File: config.mk
export PLATFORM = sky130hd
export DESIGN_NAME = task_sequencer
export DESIGN_NICKNAME = d
export VERILOG_FILES = /design/src/rtl/task_sequencer.sv
export SDC_FILE = /design/constraint.sdc
export NUM_CORES = 1
export LEC_CHECK = 0
export BUFFER_PORTS_ARGS = -buffer_cell sky130_fd_sc_hd__buf_4
export CORE_MARGIN = 4
export CORE_UTILIZATION = 56
export DETAILED_ROUTE_END_ITERATION = 16
export GPL_TIMING_DRIVEN = 0
export HOLD_SLACK_MARGIN = 0.08
export PLACE_DENSITY = 0.92
export RECOVER_POWER = 50
export SLEW_MARGIN = 20
export SYNTH_ARGS = -nofsm -noshare
export SYNTH_HDL_FRONTEND = slang
export SYNTH_SLANG_ARGS = --single-unit
export TNS_END_PERCENT = 20
File: constraint.sdc
create_clock -name i_clk -period 4.2 [get_ports i_clk]
set_input_delay 0.63 -clock i_clk [delete_from_list [all_inputs] [get_ports i_clk]]
set_output_delay 0.63 -clock i_clk [all_outputs]
set_load 0.02 [all_outputs]
File: src/rtl/task_sequencer.sv
// ============================================================================
// task_sequencer: walks the enabled-task mask, resets/starts each task_manager
// run, guards it with a watchdog and records pass/timeout status and cycles.
// Revision: 1.0
// ============================================================================
`default_nettype none

module task_sequencer #(
  parameter int unsigned NUMBER_OF_TASKS = 16,
  parameter int unsigned TM_RST_CYCLES   = 4,
  parameter logic [31:0] TIMEOUT_CYCLES  = 32'd1_000_000
) (
  input  logic        i_clk,
  input  logic        i_rst,
  input  logic        i_start,
  input  logic        i_abort,
  input  logic [31:0] i_enabled_tasks,
  input  logic        i_tasks_done,
  output logic        o_tm_rst,
  output logic        o_start_tests,
  output logic [31:0] o_current_task_number,
  output logic        o_busy,
  output logic        o_done,
  output logic        o_aborted,
  output logic [31:0] o_pass_mask,
  output logic [31:0] o_timeout_mask,
  output logic [31:0] o_task_cycles
);

  localparam logic [2:0] S_IDLE     = 3'd0;
  localparam logic [2:0] S_SCAN     = 3'd1;
  localparam logic [2:0] S_TM_RESET = 3'd2;
  localparam logic [2:0] S_START    = 3'd3;
  localparam logic [2:0] S_WAIT     = 3'd4;
  localparam logic [2:0] S_NEXT     = 3'd5;
  localparam logic [2:0] S_FINISH   = 3'd6;

  localparam logic [5:0]  C_LAST_IDX = 6'(NUMBER_OF_TASKS);
  localparam logic [31:0] C_RST_LAST = 32'(TM_RST_CYCLES - 1);
  localparam logic [31:0] C_TMO_LAST = TIMEOUT_CYCLES - 32'd1;
  localparam logic        C_TMO_EN   = (TIMEOUT_CYCLES != 32'd0);

  logic [2:0]  state_q, state_d;
  logic [5:0]  idx_q, idx_d;
  logic [31:0] rst_cnt_q, rst_cnt_d;
  logic [31:0] wdog_q, wdog_d;
  logic [31:0] pass_q, pass_d;
  logic [31:0] tmo_q, tmo_d;
  logic [31:0] cycles_q, cycles_d;
  logic        aborted_q, aborted_d;

  logic [4:0]  w_pos;
  logic [31:0] w_bit;
  logic        w_en;
  logic        w_last;
  logic        w_abort;
  logic [31:0] w_wdog_inc;

  // idx runs 1..32; the low five bits minus one give the mask position (32 -> 31).
  assign w_pos      = idx_q[4:0] - 5'd1;
  assign w_bit      = 32'd1 << w_pos;
  assign w_en       = i_enabled_tasks[w_pos];
  assign w_last     = (idx_q == C_LAST_IDX);
  assign w_abort    = i_abort && (state_q != S_IDLE) && (state_q != S_FINISH);
  assign w_wdog_inc = (wdog_q == 32'hFFFF_FFFF) ? wdog_q : wdog_q + 32'd1;

  always_ff @(posedge i_clk) begin
    if (i_rst) begin
      state_q   <= S_IDLE;
      idx_q     <= 6'd0;
      rst_cnt_q <= 32'd0;
      wdog_q    <= 32'd0;
      pass_q    <= 32'd0;
      tmo_q     <= 32'd0;
      cycles_q  <= 32'd0;
      aborted_q <= 1'b0;
    end else begin
      state_q   <= state_d;
      idx_q     <= idx_d;
      rst_cnt_q <= rst_cnt_d;
      wdog_q    <= wdog_d;
      pass_q    <= pass_d;
      tmo_q     <= tmo_d;
      cycles_q  <= cycles_d;
      aborted_q <= aborted_d;
    end
  end

  always_comb begin
    state_d   = state_q;
    idx_d     = idx_q;
    rst_cnt_d = rst_cnt_q;
    wdog_d    = wdog_q;
    pass_d    = pass_q;
    tmo_d     = tmo_q;
    cycles_d  = cycles_q;
    aborted_d = aborted_q;
    case (state_q)
      S_IDLE: begin
        if (i_start) begin
          pass_d    = 32'd0;
          tmo_d     = 32'd0;
          cycles_d  = 32'd0;
          aborted_d = 1'b0;
          idx_d     = 6'd1;
          state_d   = S_SCAN;
        end
      end
      S_SCAN: begin
        if (w_en) begin
          rst_cnt_d = 32'd0;
          state_d   = S_TM_RESET;
        end else if (w_last) begin
          state_d = S_FINISH;
        end else begin
          idx_d = idx_q + 6'd1;
        end
      end
      S_TM_RESET: begin
        if (rst_cnt_q == C_RST_LAST) state_d = S_START;
        else                         rst_cnt_d = rst_cnt_q + 32'd1;
      end
      S_START: begin
        wdog_d  = 32'd0;
        state_d = S_WAIT;
      end
      S_WAIT: begin
        wdog_d = w_wdog_inc;
        // done is checked first so a tie with the watchdog limit counts as a pass
        if (i_tasks_done) begin
          pass_d   = pass_q | w_bit;
          cycles_d = w_wdog_inc;
          state_d  = S_NEXT;
        end else if (C_TMO_EN && (wdog_q == C_TMO_LAST)) begin
          tmo_d    = tmo_q | w_bit;
          cycles_d = TIMEOUT_CYCLES;
          state_d  = S_NEXT;
        end
      end
      S_NEXT: begin
        if (w_last) begin
          state_d = S_FINISH;
        end else begin
          idx_d   = idx_q + 6'd1;
          state_d = S_SCAN;
        end
      end
      S_FINISH: state_d = S_IDLE;
      default:  state_d = S_IDLE;
    endcase
    if (w_abort) begin
      state_d   = S_FINISH;
      aborted_d = 1'b1;
      pass_d    = pass_q;
      tmo_d     = tmo_q;
      cycles_d  = cycles_q;
    end
  end

  always_comb begin
    o_tm_rst              = 1'b0;
    o_start_tests         = 1'b0;
    o_current_task_number = 32'd0;
    o_busy                = 1'b0;
    o_done                = 1'b0;
    o_aborted             = aborted_q;
    o_pass_mask           = pass_q;
    o_timeout_mask        = tmo_q;
    o_task_cycles         = cycles_q;
    case (state_q)
      S_SCAN:     o_busy = 1'b1;
      S_TM_RESET: begin
        o_busy                = 1'b1;
        o_tm_rst              = 1'b1;
        o_current_task_number = {26'd0, idx_q};
      end
      S_START: begin
        o_busy                = 1'b1;
        o_start_tests         = ~i_abort;
        o_current_task_number = {26'd0, idx_q};
      end
      S_WAIT: begin
        o_busy                = 1'b1;
        o_current_task_number = {26'd0, idx_q};
      end
      S_NEXT: begin
        o_busy   = 1'b1;
        o_tm_rst = 1'b1;
      end
      S_FINISH: o_done = 1'b1;
      default:  o_done = 1'b0;
    endcase
  end

endmodule

`default_nettype wire

; Yosys cells after proc, flatten, opt, wreduce, memory -nomap -nowiden
; Index checks and enable logic that the tools add are counted.
; W data, S select, Z words.
[word_totals]
elab_cells = 103
ff_bits = 170
output_inout_bits = 133
in_bits = 37
[op_classes]
shift = 1
add_sub_neg = 4
reduce_logical = 22
bitwise = 4
mux = 37
n_eq_ne = 25
order_cmp = 1
[ops]
columns = operator, n
row1 = $pmux W32 S2, 5
row2 = $mux W32, 9
row3 = $add A32 B1 Y32 const B, 2
row4 = $or A32 B32 Y32, 2
row5 = $eq A32 B2 Y1 const B, 1
row6 = $eq A32 B20 Y1 const B, 1
row7 = $eq A32 B32 Y1 const B, 1
row8 = $shl A1 B5 Y32 const A, 1
row9 = $mux W3, 8
row10 = $mux W6, 4
row11 = $pmux W3 S6, 1
row12 = $pmux W6 S3, 1
row13 = $ne A2 B2 Y1 const B, 8
row14 = $reduce_and A4 Y1, 4
row15 = $ne A3 B3 Y1 const B, 5
row16 = $reduce_bool A2 Y1, 5
row17 = $eq A3 B3 Y1 const B, 3
row18 = $mux W1, 8
row19 = $ne A4 B4 Y1 const B, 2
row20 = $add A6 B1 Y6 const B, 1
row21 = $eq A3 B2 Y1 const B, 2
row22 = $eq A6 B5 Y1 const B, 1
row23 = $lt A5 B6 Y1 const B, 1
row24 = $reduce_and A3 Y1, 2
row25 = 12 further kinds, 16

; Depth between registers and ports, before layout
; Gate-level depths: netlist of run 1.
[logic_depth]
word_depth = 6
ltp_mapped = 13
depth_no_buf = 8

; Least setup slack after synthesis of run 1
; No wires, ideal clock.
[synth_path]
kind = reg2reg
from = reg idx_q[0]
to = reg idx_q[2]
arrival_ns = 2.912
path_slack_ns = 1.171
stages_incl_launch_ff = 11
period_less_slack_ns = 3.029
t_required_ns = 4.084
setup_ns = 0.116
path_buffers = 3
path_cell_list = dfxtp_1 buf_6 buf_6 inv_1 ha_1 nor3b_4 xor2_1 mux2_2 or4_1 buf_2 a31o_2
[synth_via]
elab_chain_cells = 5
word_cells_on_any_way = 10
classes_between = 2 x add/sub / 2 x eq/ne / 5 x mux / 1 x reduce/logical
[synth_rtl]
columns = item, line
row1 = start: declaration, 44  ; logic [5:0] idx_q, idx_d;
row2 = start signal: assignment, 79  ; idx_q <= idx_d;
row3 = $sub A5 B1 Y5, 60  ; assign w_pos = idx_q[4:0] - 5'd1;
row4 = $bmux W1 S5, 62  ; assign w_en = i_enabled_tasks[w_pos];
row5 = $mux W1 (implied by the code), 62
row6 = $ne A2 B2 Y1 (no line), -
row7 = $reduce_and A3 Y1 (no line), -
; Several ways; a longest one is shown, not always the timed one. The select of a mux whose other input is x is not followed.
; A chain may end at the register's enable or synchronous reset.

; Worst setup path in the final report of run 1
[layout_path]
from = reg idx_q[0]
to = reg rst_cnt_q[22]
[layout_via]
elab_chain_cells = 5
[layout_rtl]
columns = item, line
row1 = $sub A5 B1 Y5, 60
row2 = $bmux W1 S5, 62
row3 = $mux W1 (implied by the code), 62
row4 = $ne A2 B2 Y1 (no line), -
row5 = $reduce_and A3 Y1 (no line), -
row6 = end signal: assignment, 80  ; rst_cnt_q <= rst_cnt_d;
row7 = end: declaration, 45  ; logic [31:0] rst_cnt_q, rst_cnt_d;
; No other way between the ends. The select of a mux whose other input is x is not followed.

==> flow_summary.toml, run 1 <==
[clocking]
total_number_of_h_tree_levels = 4
cts-hold-fix-buffers = 0
cts-resized-gates = 0
cts_made_buffers = 17
cts_num_sinks = 170
cts_setup_buffers = 0
clkLatencyLatePin_ps = 440
bufs_on_longest_clock_path = 2
cts_tree = "done"
clk_pin_slew_worst_paths_ps = 80
cts_root_buf = "clkbuf_16"

[logic_synthesis]
asyncSetResetFlopFracSynth_pct = 0
synth_compound_gate_area_share_pct = 19.1
postSynth.topFlopCell = "dfxtp_1"
synth.distinct_cells = 79
synthXorXnorAreaFrac_pct = 4.20
mappedNetlistArea_sq_um = 8750
yosys_register_bits = 170
synth-warning-count = 0
edff_count_synth = 0
yosys.area_share.adder_pct = 1.14
synthesis.area_per_instance_sq_um = 8.31
synth_simple_gate_area_share_pct = 25.6
main_combinational_cell_family_by_area_after_synthesis = "simple AND/OR/NAND/NOR gates"
synth.yosys.seq_area_share_pct = 38.9
synth.mux.area_fraction_pct = 3.62
instance_count_of_the_mapped_netlist = 1053

[cells_and_area]
layout.cells.most_common_list = "dfxtp_1, clkbuf_1, nor2_1"
layout-drive-gt1-share_pct = 12.1
antenna_cells_inserted = 0
mostFrequentLayoutCell = "dfxtp_1"
areaGrowthSynthToFinish_pct = 18.3
finish.net_count = 1285
finished_layout_cell_area_sq_um = 10400

[floorplanning]
die_height_microns = 133
rows = 45
dieWidth_microns = 133
floorplan.die_area_sq_um = 17700
io_pins = 170
start_util_pct = 57.4
floorplan.core_area_sq_um = 15300

[global_routing]
first_pass_grt_wire_length_mm = 41.4
pin_count_of_the_biggest_net_entering_global_routing = 22
grt_overflow = 0
grt_pass1_vias = 8274
grt_use_total_pct = 28.4
initial_antenna_violation_count = 0

[critical_path]
cp_max_fo = 10
critPathTopFamily = "simple AND/OR/NAND/NOR gates"
critical_path.slowest_cell = "xor2_1"
critical_path_s_largest_stage_delay_ps = 670
crit_required_ps = 4520
critical_path.cell_chain = "buf_6, buf_6, inv_1, ha_1, nor3b_1, xor2_1, mux2_2, nor4_2, o21ai_0, mux2i_1"
critical_path_arrival_ps = 4120
worstSetupEndpointType = "flip-flop"
crit_top_cell = "buf_6"
bufs_and_invs_on_worst_path = 3
start_kind = "flip-flop"
reg2reg_slack_ps = 400
criticalPathCategory = "reg2reg"

[placed_design]
buffer_ports.inserted = 143
total_half_perimeter_wirelength_after_legalization_and_detailed_placement_mm = 18.9
finalWeightedCongestion = 0.982
post_place_instance_area_sq_um = 10200
dp_worst_setup_slack_ps = 629

[drt]
detail_route.wirelength_mm = 26.3
drt_first_iter_violations = 875
mean_number_of_vias_per_cell = 6.10
drc = 0
routed.top_layer = "met4"
wl_per_cell_microns = 18.0
wl_met1_mm = 10.5
route.vias.total = 8927
wl_met2_mm = 12.7
met3RoutedLength_mm = 2.10
postRouteAntennaNets = 0
firstDrtPassIters = 6

[pwr]
power.density_cell_area_nw_per_um2 = 522
p_total_mw = 5.40
leakagePower_nw = 3.76
vdd_drop_max_mv = 0.389

[timing]
timing_max_transition_violations_final = 16
worst_clock_skew_ps = 15.5
final_hold_viol_count = 0
final.period_utilization_pct = 90.4
final.setup.tns_ps = 0
finalWorstSetupSlack_ps = 401
setup_repair_after_global_routing_missed_its_margin = "no"
period_minus_slack_ps = 3800
report.final.setup_viol = 0
tightest_pin_transition_ps = 1760
fmaxAchievable_ghz = 0.263
slew-limit-headroom_pct = -20.5

[hold_path]
worstHoldPathType = "reg2reg"

[status]
status = "complete, but fails checks"
violations = "capacitance limit, slew limit"

[flow_run]
max_cap_violations = 2
==> path summary, 6_finish.rpt <==
check | startpoint | to | cells past startpoint
max | idx_q[0]$_SDFFE_PP0P_ | rst_cnt_q[22]$_SDFFE_PP0P_ | 10
min reg2reg | o_task_cycles[19]$_SDFFE_PP0P_ | o_task_cycles[19]$_SDFFE_PP0P_ | 2
max reg2reg | idx_q[0]$_SDFFE_PP0P_ | rst_cnt_q[22]$_SDFFE_PP0P_ | 10
min | o_task_cycles[19]$_SDFFE_PP0P_ | o_task_cycles[19]$_SDFFE_PP0P_ | 2
==> through the flow <==
stage          std cells  util, %  hold slack, ps
3_3_place_gp        1432     66.8             448
4_1_cts             1464     70.9             465
5_1_grt             1464     67.8             490
6_report            1464     67.8             462
3_5_place_dp        1432     66.8             453
2_1_floorplan       1078        -             452
==> tightest hold or removal path, delay by kind of cell, from the launching register on <==
family,cells,cell delay (ps)
flops,1,310
compound gates,1,50
buf+inv,1,60
==> flip-flops by register name (all words and copies together), names as in the netlist <==
signal	count
idx_q	6
o_aborted	1
o_pass_mask	32
o_task_cycles	32
o_timeout_mask	32
rst_cnt_q	32
state_q	3
wdog_q	32
==> cells in the mapped netlist, drive strengths merged (24+ instances only) <==
cell / instances / area, sq um
a21oi: 49 / 249
a31oi: 77 / 488
buf: 50 / 344
clkbuf: 61 / 230
dfxtp: 170 / 3400
nand2: 64 / 240
nand3: 41 / 210
nand4: 26 / 169
nor2: 153 / 574
nor4: 26 / 190
o21ai: 38 / 190
xnor2: 24 / 210
==> logic make-up (layout without fill, tap and decap cells) <==
kind of cell	Yosys count	count (layout)
and+or+nand+nor	433	433
xor gates and xnor gates	42	42
DFF	170	170
other	1	26
buffers and inverters	133	308
muxes	22	22
adders and majority gates	8	8
AOI/OAI and AO/OA	244	244
==> power breakdown <==
group | switching [mW] | internal (mW) | total, mW
registers | 0.0615 | 1.69 | 1.75
logic | 1.40 | 0.621 | 2.02
clock network | 0.804 | 0.826 | 1.63
total | 2.26 | 3.14 | 5.40
==> routing by layer <==
metal	vias to the layer above	GRT usage, %
met5	-	0
met4	0	12.4
met3	71	5.97
met2	442	47.9
met1	4249	35.2
li1	4165	-
==> final cells by class <==
type | count | area [sq um]
Buffer | 111 | 572
Clock buffer | 17 | 425
Clock inverter | 15 | 206
Fill cell | 1301 | 4910
Inverter | 22 | 82.6
Multi-Input combinational cell | 775 | 4700
Sequential cell | 170 | 3400
Tap cell | 211 | 264
Timing Repair Buffer | 143 | 698
(Power assumes the default switching activity.)
==> run 2, diff against run 1 <==
--- a/config.mk
+++ b/config.mk
@@ -11,7 +11,7 @@
 export DETAILED_ROUTE_END_ITERATION = 16
 export GPL_TIMING_DRIVEN = 0
 export HOLD_SLACK_MARGIN = 0.08
-export PLACE_DENSITY = 0.92
+export PLACE_DENSITY = 0.81
 export RECOVER_POWER = 50
 export SLEW_MARGIN = 20
 export SYNTH_ARGS = -nofsm -noshare
==> flow_summary.toml, run 2 (synthesis gave the netlist of run 1 again) <==
[drt]
drt_first_iter_violations = 864
wl_met1_mm = 10.7
postRouteAntennaNets = 0
mean_number_of_vias_per_cell = 6.02
detail_route.wirelength_mm = 26.3
met3RoutedLength_mm = 2.16
drc = 0
wl_per_cell_microns = 17.9
route.vias.total = 8810
firstDrtPassIters = 6
wl_met2_mm = 12.4
routed.top_layer = "met4"

[global_routing]
grt_overflow = 0
grt_pass1_vias = 8012
initial_antenna_violation_count = 0
pin_count_of_the_biggest_net_entering_global_routing = 19
grt_use_total_pct = 28.4
first_pass_grt_wire_length_mm = 40.9

[clocking]
cts-hold-fix-buffers = 0
cts-resized-gates = 0
cts_root_buf = "clkbuf_16"
cts_tree = "done"
bufs_on_longest_clock_path = 2
cts_made_buffers = 17
clkLatencyLatePin_ps = 450
total_number_of_h_tree_levels = 4
cts_setup_buffers = 0
cts_num_sinks = 170
clk_pin_slew_worst_paths_ps = 70

[critical_path]
criticalPathCategory = "reg2reg"
worstSetupEndpointType = "flip-flop"
ff2ff_path_depth = 8
start_kind = "flip-flop"
cp_max_fo = 7
timing.critical_path.from = "wdog_q[0]$_SDFFE_PP0P_"
critical_path.reg2reg.startpoint = "wdog_q[0]$_SDFFE_PP0P_"
critical_path_arrival_ps = 4210
crit_required_ps = 4550

[timing]
finalWorstSetupSlack_ps = 344
timing_max_transition_violations_final = 16
final.setup.tns_ps = 0
worst_clock_skew_ps = 14.6
final_hold_viol_count = 0
tightest_pin_transition_ps = 1840
final.period_utilization_pct = 91.8
setup_repair_after_global_routing_missed_its_margin = "no"
whs_ps = 463
period_minus_slack_ps = 3860
fmaxAchievable_ghz = 0.259
report.final.setup_viol = 0
slew-limit-headroom_pct = -24.4

[cells_and_area]
antenna_cells_inserted = 0
fill_cells = 1375
layout-drive-gt1-share_pct = 12.0
finished_layout_cell_area_sq_um = 10300
final_design_utilization_pct = 67.4
finish.cell_count_without_fillers = 1464
layout.cells.most_common_list = "dfxtp_1, clkbuf_1, nor2_1"
seq_area_sq_um = 3400
mostFrequentLayoutCell = "dfxtp_1"
areaGrowthSynthToFinish_pct = 17.5
multiInputGateArea_sq_um = 4690
finish.net_count = 1285

[pwr]
power.density_cell_area_nw_per_um2 = 517
leakagePower_nw = 3.74
p_total_mw = 5.32
internal_power_mw = 3.12
sw_share_pct = 41.4
clock_network_fraction_of_design_power_pct = 29.3
vdd_drop_max_mv = 0.353
total_switching_power_mw = 2.21
share_seq_of_total_power_pct = 32.9
comb_power_share_pct = 37.8

[placed_design]
buffer_ports.inserted = 143
finalWeightedCongestion = 0.941
place_inst = 1432
post_place_instance_area_sq_um = 10200
dp_worst_setup_slack_ps = 641
total_half_perimeter_wirelength_after_legalization_and_detailed_placement_mm = 18.8

[floorplanning]
floorplan.die_area_sq_um = 17700
floorplan.core_area_sq_um = 15300
rows = 45
die_height_microns = 133
start_util_pct = 57.4
dieWidth_microns = 133
io_pins = 170

[status]
violations = "capacitance limit, slew limit"
status = "complete, but fails checks"

[flow_run]
max_cap_violations = 2

[hold_path]
worstHoldPathType = "reg2reg"
worst_hold_startpoint = "o_task_cycles[25]$_SDFFE_PP0P_"
timing.hold.worst_path_depth = 2
-- run 2: path summary, 6_finish.rpt --
| path | to | slack [ps] |
|---|---|---|
| worst max register to register | o_task_cycles[19]$_SDFFE_PP0P_ | 340 |
| worst min register to register | o_task_cycles[25]$_SDFFE_PP0P_ | 460 |
| worst max-delay path | o_task_cycles[19]$_SDFFE_PP0P_ | 340 |
| worst min-delay path | o_task_cycles[25]$_SDFFE_PP0P_ | 460 |
-- run 2: power by group through the flow --
stage,Clock [mW],Sequential [mW],Combinational (mW)
floorplan,0,1.84,1.38
global route,1.64,1.76,2.18
detailed placement,0,1.79,2.04
CTS,1.57,1.75,2.06
finish,1.56,1.75,2.01
global placement,0,1.78,2.02
-- run 2: area by class of cell --
type	count	area share [%]
plain buffers	111	5.56
clock buffers	18	4.27
clock inverters	14	1.39
inverters	22	0.803
multi-input cells	775	45.6
flip-flops and latches	170	33.1
well taps	211	2.57
repair buffers	143	6.79
-- run 2: routing by layer --
layer  global-route usage [%]  vias to the layer above
met1                     35.4                     4185
met4                     13.6                        0
li1                         -                     4168
met2                     46.3                      387
met5                        0                        -
met3                     6.92                       70
-- run 2: critical path: stages (launching register included) --
cell and delay [ps]:
dfxtp_1 420, ha_1 260, nand2_1 160, or4_1 550
clkbuf_1 170, o311ai_0 1510, o21a_1 190, o21ai_0 180
a221oi_2 330
